File: src/rtl/if_id_fetch_queue.sv
// rtl/if_id_fetch_queue.sv - two-entry fetch-to-decode queue with head and look-ahead outputs
// Optional FETCH_STATS_EN adds saturating BubbleCount/FlushCount outputs.
module if_id_fetch_queue #(
  parameter int unsigned          WIDTH    = 32,
  parameter logic [WIDTH-1:0]     NOP_WORD = '0
) (
  input  logic             Clk,
  input  logic             Reset,
  input  logic [WIDTH-1:0] PCIn,
  input  logic [WIDTH-1:0] InstrIn,
  input  logic             InValid,
  output logic             InReady,
  input  logic             Stall,
  input  logic             Flush,
  output logic [WIDTH-1:0] InstrOut,
  output logic [WIDTH-1:0] PCPlus1Out,
  output logic             ValidOut,
  output logic [WIDTH-1:0] LookAhead,
  output logic             LookValid
`ifdef FETCH_STATS_EN
  ,
  output logic [15:0]      BubbleCount,
  output logic [15:0]      FlushCount
`endif
);

  logic             v0_q, v0_d, v1_q, v1_d;
  logic [WIDTH-1:0] pc0_q, pc0_d, pc1_q, pc1_d;
  logic [WIDTH-1:0] ins0_q, ins0_d, ins1_q, ins1_d;
  logic             push, pop;

  // Only a full queue held by decode refuses a word; a pop frees a slot otherwise.
  assign InReady = !(v0_q && v1_q && Stall);
  assign pop     = !Stall && v0_q;
  assign push    = InValid && InReady && !Flush;

  always_comb begin
    v0_d   = v0_q;
    v1_d   = v1_q;
    pc0_d  = pc0_q;
    pc1_d  = pc1_q;
    ins0_d = ins0_q;
    ins1_d = ins1_q;
    if (Flush) begin
      v0_d = 1'b0;
      v1_d = 1'b0;
    end else if (pop && !push) begin
      v0_d   = v1_q;
      pc0_d  = pc1_q;
      ins0_d = ins1_q;
      v1_d   = 1'b0;
    end else if (push && !pop) begin
      if (!v0_q) begin
        v0_d   = 1'b1;
        pc0_d  = PCIn;
        ins0_d = InstrIn;
      end else begin
        v1_d   = 1'b1;
        pc1_d  = PCIn;
        ins1_d = InstrIn;
      end
    end else if (push && pop) begin
      if (v1_q) begin
        pc0_d  = pc1_q;
        ins0_d = ins1_q;
        pc1_d  = PCIn;
        ins1_d = InstrIn;
      end else begin
        pc0_d  = PCIn;
        ins0_d = InstrIn;
      end
    end
  end

  always_ff @(posedge Clk or negedge Reset) begin
    if (!Reset) begin
      v0_q   <= 1'b0;
      v1_q   <= 1'b0;
      pc0_q  <= '0;
      pc1_q  <= '0;
      ins0_q <= '0;
      ins1_q <= '0;
    end else begin
      v0_q   <= v0_d;
      v1_q   <= v1_d;
      pc0_q  <= pc0_d;
      pc1_q  <= pc1_d;
      ins0_q <= ins0_d;
      ins1_q <= ins1_d;
    end
  end

  assign ValidOut   = v0_q;
  assign LookValid  = v1_q;
  assign InstrOut   = v0_q ? ins0_q : NOP_WORD;
  assign LookAhead  = v1_q ? ins1_q : NOP_WORD;
  assign PCPlus1Out = pc0_q + {{(WIDTH-1){1'b0}}, 1'b1};

`ifdef FETCH_STATS_EN
  logic [15:0] bubble_q, bubble_d, flush_q, flush_d;

  always_comb begin
    bubble_d = bubble_q;
    flush_d  = flush_q;
    if (!v0_q && bubble_q != 16'hFFFF) bubble_d = bubble_q + 16'd1;
    if (Flush && flush_q != 16'hFFFF)  flush_d  = flush_q + 16'd1;
  end

  always_ff @(posedge Clk or negedge Reset) begin
    if (!Reset) begin
      bubble_q <= '0;
      flush_q  <= '0;
    end else begin
      bubble_q <= bubble_d;
      flush_q  <= flush_d;
    end
  end

  assign BubbleCount = bubble_q;
  assign FlushCount  = flush_q;
`endif

endmodule

File: config.mk
export PLATFORM = sky130hd
export DESIGN_NAME = if_id_fetch_queue
export DESIGN_NICKNAME = d
export VERILOG_FILES = /design/src/rtl/if_id_fetch_queue.sv
export SDC_FILE = /design/constraint.sdc
export NUM_CORES = 1
export LEC_CHECK = 0
export CAP_MARGIN = 0
export CELL_PAD_IN_SITES_DETAIL_PLACEMENT = 0
export CELL_PAD_IN_SITES_GLOBAL_PLACEMENT = 1
export CORE_AREA = 4 4 138 140
export CTS_CLUSTER_DIAMETER = 60
export CTS_CLUSTER_SIZE = 8
export DETAILED_ROUTE_END_ITERATION = 10
export DIE_AREA = 0 0 142 144
export MAX_ROUTING_LAYER = met4
export PLACE_DENSITY_LB_ADDON = 0.05
export SLEW_MARGIN = 20
export SYNTH_ARGS = -nofsm -noshare
export SYNTH_HDL_FRONTEND = slang
export SYNTH_SLANG_ARGS = --single-unit
File: constraint.sdc
create_clock -name Clk -period 2.2 [get_ports Clk]
set_clock_uncertainty 0.1 [all_clocks]
set_input_delay 0.44 -clock Clk [delete_from_list [all_inputs] [get_ports Clk]]
set_output_delay 0.44 -clock Clk [all_outputs]
set_load 0.02 [all_outputs]
### Word level (Yosys, flattened, before mapping)

Cells that the tools add are included.

| operators by class | value |
|---|---|
| add/subtract/negate cells | 1 |
| multiply operators | 0 |
| div/mod/pow operators | 0 |
| $lt $le $gt $ge | 0 |
| equal/unequal tests | 2 |
| shift-type cells | 0 |
| muxes and demuxes | 27 |
| bitwise operators | 2 |
| reduce and logical (&&, ||, !) cells | 21 |

Operators with widths:

| cell | number |
|---|---|
| 2-to-1 mux 32 bit | 20 |
| adder 32 x 1 -> 32 bit (second input constant) | 1 |
| nonzero test 3 bit | 3 |
| logical AND 1 bit | 8 |
| 2-to-1 mux 1 bit | 7 |
| zero test 1 bit | 5 |
| AND reduction 5 bit | 1 |
| nonzero test 2 bit | 2 |
| != test 3 bit (second input constant) | 1 |
| AND reduction 3 bit | 1 |
| != test 2 bit (second input constant) | 1 |
| NOT 1 bit | 2 |
| AND reduction 2 bit | 1 |

| word-level totals | value |
|---|---|
| bits in registers | 130 |
| bits in latches | 0 |
| memory bits (writable) | 0 |
| memory bits (read-only) | 0 |
| input port bits | 69 |
| output and inout port bits | 99 |
| word-level logic and storage cells | 59 |
| memories kept | 0 |

### Depth between registers and ports, before layout

| depth | value |
|---|---|
| depth in word-level cells | 9 |
| mapped depth | 7 |
| depth with buffers taken out | 4 |

### Worst setup path after synthesis

No wires, ideal clock.

| path | value |
|---|---|
| path kind | register to output |
| start | register pc0_q[14] |
| end | output port PCPlus1Out[26] |
| data arrival time | 1.566 ns |
| data required time | 1.660 ns |
| setup slack | 0.094 ns |
| cell stages (with the launch flop) | 6 |
| buffers on the path | 1 |
| cell sequence | dfrtp_1 nand4_1 or2_1 buf_6 nor4_2 xor2_1 |

| between the ends | value |
|---|---|
| cells in the longest elaborated chain, start to end | 1 |

RTL lines:

| what | RTL line | RTL |
|---|---|---|
| start, declared | 28 | `logic [WIDTH-1:0] pc0_q, pc0_d, pc1_q, pc1_d;` |
| start signal, assigned | 86 | `pc0_q <= pc0_d;` |
| adder 32 x 1 -> 32 bit | 97 | `assign PCPlus1Out = pc0_q + {{(WIDTH-1){1'b0}}, 1'b1};` |
| end, declared | 16 | `output logic [WIDTH-1:0] PCPlus1Out,` |

Every way passes these cells.

### Final worst setup path

| path | value |
|---|---|
| start | register pc0_q[18] |
| end | output port PCPlus1Out[29] |

The elaborated chain is that of the path after synthesis.

==> run metrics <==
cell area power density 889 nW/um^2; min setup slack post-route -0.231 ns; final WL ~18 mm; worst hold path class flop to flop; Core Region ~18,000 sq um; Worst slew margin 60.6%; fin. max-slew vios 0; ANT cells 0; vias per inst between 4 and 5; max cap viols 0; WL per Instance between 15 and 20 um; Die X 142 um; H-tree lvl count 4; Remaining DRCs 0; Mapped Cells roughly 670; leading cell type in the layout, fill and taps excluded nand2_1; most frequent cells in the layout 136 x nand2_1, 128 x dfrtp_1, 96 x buf_4; Cell Area, Placed just over 9000 sq um; NumNets Final 972; Setup CP Type flop to output port; crit-path max FO 8; share of cells above drive strength 1 between 20% and 30%; Crit. End Element output port; violated checks setup timing; GR Util All Layers about a fifth; clock-pin slew on the worst setup and hold paths approximately 0.06 ns; Port Buffer Count between 150 and 200; post-route ant nets 0; Worst path max stage delay approximately 0.34 ns; largest net degree at the start of global routing 58; Peak VDD IR 0.577 mV; row cnt 49; CP max stage cell dfrtp_1; Fillers between 1,500 and 2,000; Bufs on Longest Clock Path 2; clock insertion delay at the later pin of the skew report between 0.4 and 0.5 ns; WHS just under 0.4 ns; sequential-to-total area share from yosys stat slightly above 50%; CTS tree done; Die Ht roughly 140 um; RSZ-0062 raised after global routing yes; full die area a little over 20,000 sq um; final hold vios 0; via count roughly 5,500; design area slightly below 10,000 sq um; drt initial violations 223; synthesis-to-finish area growth 52.4%; number of synthesized register bits 130; number of synthesis warnings 0; GRT overflow 0; clk root buf clkbuf_16; drt first pass iters 8; Max Freq about 400 MHz; Unique masters post-synth 36; Top Ports 168; crit path time final 2.43 ns; RePlAce Congestion around 0.87; Mapped Area ~6500 sq um; Top FF cell, synth dfrtp_1; CTS Buf Count 17; Post-synth EDFFs 0; CP Cell Sequence and4_4 -> nand3_4 -> nor4_4 -> xor2_1 -> buf_4; Initial Util between 30% and 40%; leakage approximately 4.6 nW; HPWL after detailed placement about 13 mm; Syn Area/Cell roughly 10 sq um; worst path arrival time between 1.5 and 2 ns; worst slew pin tran 0.591 ns; WP data required about 1.7 ns; dpl ws -0.430 ns; clk sinks 130; initial antenna violation count 0; vias in the first global route about 5,700; syn nets 735; Tot Pwr between 8 and 9 mW; first-pass GRT wire length 29.7 mm; Setup-failing EPs final 24; status finished, violations left; startpoint types flop; share of flip-flops with an asynchronous set or reset between 90% and 100%; post-route clock period utilization 111%
through the flow:
| step | util, % | instances | TNS [ns] |
|---|---|---|---|
| 6_report | 55.2 | 1143 | -3.99 |
| 5_1_grt | 55.2 | 1143 | -6.73 |
| 4_1_cts | 54.2 | 1136 | -5.00 |
| 3_5_place_dp | 50.7 | 1096 | -12.51 |
| 3_3_place_gp | 50.7 | 1096 | -8.56 |
| 2_1_floorplan | - | 665 | 0 |
cell type report:
cell class                 count  area, sq um  area share [%]
timing repair buffer         262         2470            25.0
clock buffer                  18          439            4.46
sequential                   130         3260            33.0
multi-input combinational    487         3230            32.8
tap                          229          287            2.91
clock inverter                13          163            1.65
inverter                       4         15.0           0.152
worst paths after layout:
kind,start,endpoint,slack (ns),cells past startpoint
worst max-delay path,pc0_q[18],PCPlus1Out[29],-0.23,5
worst min-delay path,pc1_q[13],pc1_q[13],0.39,1
max in group asynchronous,Reset,ins0_q[12],0.94,3
worst min register to register,pc1_q[13],pc1_q[13],0.39,1
min in group asynchronous,Reset,pc1_q[17],0.47,2
worst max register to register,ValidOut,pc0_q[16],0.31,7
critical path: cells and delay by family, from the launching register on:
kind                   cells  cell delay (ns)
XOR/XNOR                   1             0.23
buffers and inverters      1             0.18
flip-flops                 1             0.34
AND/OR/NAND/NOR            3             0.73
timing repair:
| action | in CTS | in global routing |
|---|---|---|
| hold endpoints to repair | 54 | 0 |
| pin swaps | 15 | 36 |
| resized for setup | 243 | 38 |
| hold buffers | 1 | 0 |
| endpoints found under the setup margin | 98 | 31 |
| buffers inserted | 9 | 8 |
| gates cloned | 0 | 0 |
cells by family after synthesis:
kind of cell,count (synthesis),share of synthesized area [%]
mux,64,11.1
fa+ha+maj,1,0.193
xor+xnor,31,4.20
flops,130,50.3
simple gates,320,23.8
buf+inv,48,3.46
compound gates,71,6.95
registers in the layout, summed over array words and instances (netlist names):
name,flops
LookValid,1
ValidOut,1
ins0_q,32
ins1_q,32
pc0_q,32
pc1_q,32
synth_stat cells (all sizes together) (3+ instances only):
| cell type | instances | area share, % |
|---|---|---|
| nand2 | 140 | 8.1 |
| dfrtp | 130 | 50 |
| nor2 | 68 | 3.9 |
| and2 | 65 | 6.3 |
| a31oi | 64 | 6.2 |
| mux2 | 64 | 11 |
| buf | 28 | 2.3 |
| xnor2 | 20 | 2.7 |
| clkbuf | 16 | 0.93 |
| nand3 | 13 | 1.2 |
| nand4 | 11 | 1.1 |
| xor2 | 11 | 1.5 |
| nor4 | 7 | 1.3 |
| and4 | 4 | 0.54 |
| inv | 4 | 0.23 |
| a21oi | 3 | 0.23 |
| and3 | 3 | 0.29 |
where the power goes:
group / leakage, nW / internal [mW] / switching, mW
combinational: 2.80 / 1.27 / 1.26
clock: 0.299 / 1.81 / 1.05
sequential: 1.52 / 3.00 / 0.369
metal layers:
layer	up-vias	track usage, %	wire length [um]
met5	-	-	0
li1	2724	-	-
met3	10	5.06	891
met1	2648	23.5	8110
met4	0	5.61	108
met2	138	30.9	9220
Note: power is estimated with default switching activity, not from simulation.
==> edit 1 (config.mk and constraints unchanged) <==
The parameter `WIDTH` goes from 32 to 28.
--- a/src/rtl/if_id_fetch_queue.sv
+++ b/src/rtl/if_id_fetch_queue.sv
@@ -1,7 +1,7 @@
 // rtl/if_id_fetch_queue.sv - two-entry fetch-to-decode queue with head and look-ahead outputs
 // Optional FETCH_STATS_EN adds saturating BubbleCount/FlushCount outputs.
 module if_id_fetch_queue #(
-  parameter int unsigned          WIDTH    = 32,
+  parameter int unsigned          WIDTH    = 28,
   parameter logic [WIDTH-1:0]     NOP_WORD = '0
 ) (
   input  logic             Clk,
Interface: changed (5 resized); port bits go from 168 to 148. No check against the original RTL was run, so the function may have changed too.
==> edit 1 against the original RTL <==
  * The run still ends with negative setup slack left
  * Clock power down 7%
  * Die area unchanged
  * Sequential share of layout area up 0.87 points
  * Register-to-register slack better by 0.04 ns
  * Area after synthesis down 12%
  * Sequential cell count down 16
  * First-iteration DRC count down 28%
  * Total power down 11%
  * Utilization down 8.1 points
  * Worst hold slack better by 0.019 ns
  * Worst setup slack worse by 0.019 ns
  * Wire length down 13%
  * Count of clock-buffer cells in the layout up 6
  * Cell area down 15%
  * Largest power group unchanged
==> edit 1: results (changes against the original RTL) <==
- The setup violation total in the final timing report is 21 (-13%).
- The met1 layer usage reported by global route was 0.204 (-0.0307).
- The pin count of the biggest net entering global routing is 55 (-5.2%).
- The first-pass GRT wire length is 25800 µm (-13%).
- The average cell area after synthesis is 9.71 µm² (-0.17%).
- The largest incremental delay on the critical path is 0.38 ns (+0.04 ns).
- The post-synth net total came to 645 (-12%).
- The total power density per cell area is 927 mW/mm² (+4.4%).
- Yosys attributes the largest share of cell area to sky130_fd_sc_hd__dfrtp_1 50%, sky130_fd_sc_hd__mux2_2 11%, sky130_fd_sc_hd__nand2_1 8.1%, sky130_fd_sc_hd__and2_1 6.3%, sky130_fd_sc_hd__a31oi_1 6.2%.
- The endpoint of the worst register-to-register path is ins0_q[13].
- The final wirelength was 15900 µm (-13%).
- The clock-cell share of area is 0.0676 (+0.00658).
- The mean number of vias per cell is 4.69 (-3.0%).
- The met3 track demand over resource in global routing came to 0.0367 (-0.0139).
- The checks that failed: negative setup slack.
- The via count of the first global-routing pass came to 5023 (-12%).
- The detailed-routing iteration count for the pre-antenna-repair pass is 5 (-3).
- The headroom to the max-slew limit is 0.751 (+0.145).
- The final worst setup slack is -0.250 ns (-0.0190 ns).
- The reported leakage power came to 3.86 nW (-16%).
- The number of instances in the synthesized netlist was 583 (-12%).
- The iteration-0 DRC count of the detailed router is 160 (-28%).
- The flow ran to the end, but the final reports show violations.
- The global routing met2 resource utilization is 0.269 (-0.0398).
- The count of non-CTS buffers in the layout is 207 (-21%).
- The worst ir drop on vdd came to 0.515 mV (-11%).
[edit 1: stage by stage]
step / hold WS, ns / setup slack [ns]
2_1_floorplan: 0.0444 / 0.00294
3_3_place_gp: 0.292 / -0.288
3_5_place_dp: 0.289 / -0.342
4_1_cts: 0.408 / -0.287
5_1_grt: 0.414 / -0.386
6_report: 0.405 / -0.250
[edit 1: repair_timing]
item	CTS	global route
pin swaps	8	7
hold buffers	1	0
setup endpoints to repair	85	27
setup buffers	0	3
endpoints found under the hold margin	24	0
resized for setup	199	19
[edit 1: kinds of logic (layout without fill, tap and decap cells)]
group / after synthesis / in the layout / synth area share
XOR/XNOR: 27 / 27 / 0.0418
AND/OR/NAND/NOR: 276 / 276 / 0.231
multiplexers: 56 / 56 / 0.111
adder cells (fa/ha/maj): 1 / 1 / 0.00221
AO/OA/AOI/OAI: 63 / 63 / 0.0701
buffers and inverters: 46 / 242 / 0.0400
flip-flops: 114 / 114 / 0.504
==> edit 2 (config.mk and constraints unchanged) <==
Without the edit above. `pc0_q` no longer has a reset.
--- a/src/rtl/if_id_fetch_queue.sv
+++ b/src/rtl/if_id_fetch_queue.sv
@@ -76,18 +76,20 @@
     if (!Reset) begin
       v0_q   <= 1'b0;
       v1_q   <= 1'b0;
-      pc0_q  <= '0;
       pc1_q  <= '0;
       ins0_q <= '0;
       ins1_q <= '0;
     end else begin
       v0_q   <= v0_d;
       v1_q   <= v1_d;
-      pc0_q  <= pc0_d;
       pc1_q  <= pc1_d;
       ins0_q <= ins0_d;
       ins1_q <= ins1_d;
     end
+  end
+
+  always_ff @(posedge Clk) begin
+    pc0_q <= pc0_d;
   end
 
   assign ValidOut   = v0_q;
Check against the original RTL: not equivalent (Yosys sat finds a counterexample within 4 cycles, from zero or initial values and one cycle with Reset low).
==> edit 2 against the original RTL <==
  * The flow still finishes with violations (negative setup slack)
  * Fmax shrank 4.1%
  * Cell area shrank 1.8%
  * Total power shrank 14%
  * Combinational power shrank 39%
  * Wire length shrank 5.6%
  * Worst setup slack lost 0.10 ns
  * Area after synthesis shrank 0.41%
  * Sequential cell count is the same
  * Critical path type unchanged
==> edit 2: results (changes against the original RTL) <==
- The flow ran to the end, but the final reports show violations.
- The final reports fail on negative setup slack.
- The share of synthesized cell area in full adder, half adder and majority cells is 0.00194 (+0.00000789).
- The fraction of layout cells with a size suffix above 1 came to 0.213 (-0.00535).
- The post-synth net total was 700 (-4.8%).
- The largest incremental delay on the critical path is 0.38 ns (+0.04 ns).
- The slowest stage of the critical path is the sky130_fd_sc_hd__edfxtp_1 cell.
- The sequential-to-total area share from yosys stat is 0.530 (+0.0269).
- The iteration-0 DRC count of the detailed router is 173 (-22%).
- The placer's final routability congestion estimate is 0.774 (-11%).
- The first-pass GRT wire length is 27300 µm (-8.2%).
- The multiplexer share of the synthesized area is 0.112 (+0.000455).
- The pin slew with the least headroom to its limit is 0.437 ns (-0.154 ns).
- The worst ir drop on vdd was 0.542 mV (-6.0%).
- The number of distinct library cells after synthesis was 37 (+2.8%).
- The peak fanout along the critical path came to 6 (-2).
- The async set-or-reset flop fraction in the synthesized netlist is 0.754 (-0.246).
- The number of enable-type register cells in the synthesized netlist was 32 (+32).
- The xor and xnor fraction of the mapped netlist area was 0.0422 (+0.000171).
- In this run the most critical hold path is launched from pc1_q[10].
- The area fraction in compound gates after synthesis is 0.0387 (-0.0308).
- The quantity of hold-fixing buffers added after cts is 1 (unchanged).
- The placement-stage worst setup slack is -0.505 ns (-0.0744 ns).
- The min-delay analysis places its worst path in the category flip-flop to flip-flop.
- The global-route usage over all layers was 0.174 (-0.0161).
- Ranked by instance count, the synthesized netlist is headed by 174 x sky130_fd_sc_hd__nand2_1, 98 x sky130_fd_sc_hd__dfrtp_1, 65 x sky130_fd_sc_hd__and2_1.
- The antenna diode count is 0 (unchanged).
- The setup violation total in the final timing report was 26 (+8.3%).
- The final standard cell count with taps included and fillers excluded is 1105 (-3.3%).
- The final worst setup slack is -0.335 ns (-0.104 ns).
- The via count of the first global-routing pass is 5391 (-5.8%).
- The pin count of the biggest net entering global routing was 41 (-29%).
- The detailed-routing iteration count for the pre-antenna-repair pass is 4 (-4).
- The final wirelength is 17300 µm (-5.6%).
- The H-tree depth is 4 (unchanged).
- Ranked by total cell area, the synthesized netlist is headed by sky130_fd_sc_hd__dfrtp_1 38%, sky130_fd_sc_hd__edfxtp_1 15%, sky130_fd_sc_hd__mux2_1 10%, sky130_fd_sc_hd__nand2_1 10%, sky130_fd_sc_hd__and2_1 6.3%.
- The instance area at placement was 0.00885 mm² (-2.2%).
- The final HPWL from detailed placement is 11900 µm (-9.8%).
- The mean number of vias per cell came to 4.76 (-1.5%).
- The buffers inserted during post-CTS setup optimization is 3 (-6).
- The net load switching power is 2.12 mW (-21%).
- The reported leakage power came to 4.61 nW (-0.36%).
- The post-cts sizing count is 250 (+2.9%).
- The arrival time of the worst setup path came to 2.00 ns (+0.11 ns).
- The number of instances in the synthesized netlist is 630 (-5.3%).
- The number of nets in the layout is 933 (-4.0%).
- The total negative setup slack came to -5.65 ns (-1.66 ns).
- In this run the worst setup path begins at pc0_q[1].
edit 2: cell count changes after synthesis, sizes merged, moves of 8 or more:
cell / unedited run / this run
a31oi: 64 / 32
xor2: 11 / 19
nor2: 68 / 38
edfxtp: 0 / 32
dfrtp: 130 / 98
xnor2: 20 / 12
nand2: 140 / 174
edit 2: layout make-up:
| class | instances | area [µm²] |
|---|---|---|
| fill | 1608 | 8160 |
| tap | 229 | 287 |
| clock inverter | 15 | 144 |
| clock buffer | 17 | 425 |
| inverter | 8 | 30.0 |
| multi-input combinational | 458 | 3070 |
| timing repair buffer | 248 | 2300 |
| sequential | 130 | 3410 |
edit 2: kinds of logic (layout without fill, tap and decap cells):
family	count (synthesis)	after routing
flops	130	130
fa+ha+maj	1	1
simple gates	322	323
mux	64	64
compound gates	39	39
xor+xnor	31	31
buf+inv	43	288
edit 2: path summary, 6_finish.rpt:
kind | cells past startpoint | endpoint | slack [ns]
hold / removal | 1 | pc1_q[10] | 0.39
max in group asynchronous | 3 | ins1_q[27] | 1.00
setup / recovery | 7 | PCPlus1Out[30] | -0.34
hold reg to reg | 1 | pc1_q[10] | 0.39
setup reg to reg | 7 | ins0_q[24] | 0.37
min in group asynchronous | 2 | ins1_q[14] | 0.40
edit 2: power groups by stage:
stage	logic, mW	registers, mW	clock network [mW]
2_1_floorplan	0.897	3.29	0
3_3_place_gp	1.59	3.33	0
3_5_place_dp	1.63	3.37	0
4_1_cts	1.56	3.33	2.78
5_1_grt	1.71	3.39	2.89
6_report	1.54	3.33	2.70
edit 2: layer usage:
metal / vias up / global-route usage / wire length (µm)
li1: 2575 / - / -
met1: 2534 / 0.211 / 7690
met2: 129 / 0.285 / 8540
met3: 18 / 0.0470 / 826
met4: 0 / 0.0540 / 248
met5: - / - / 0
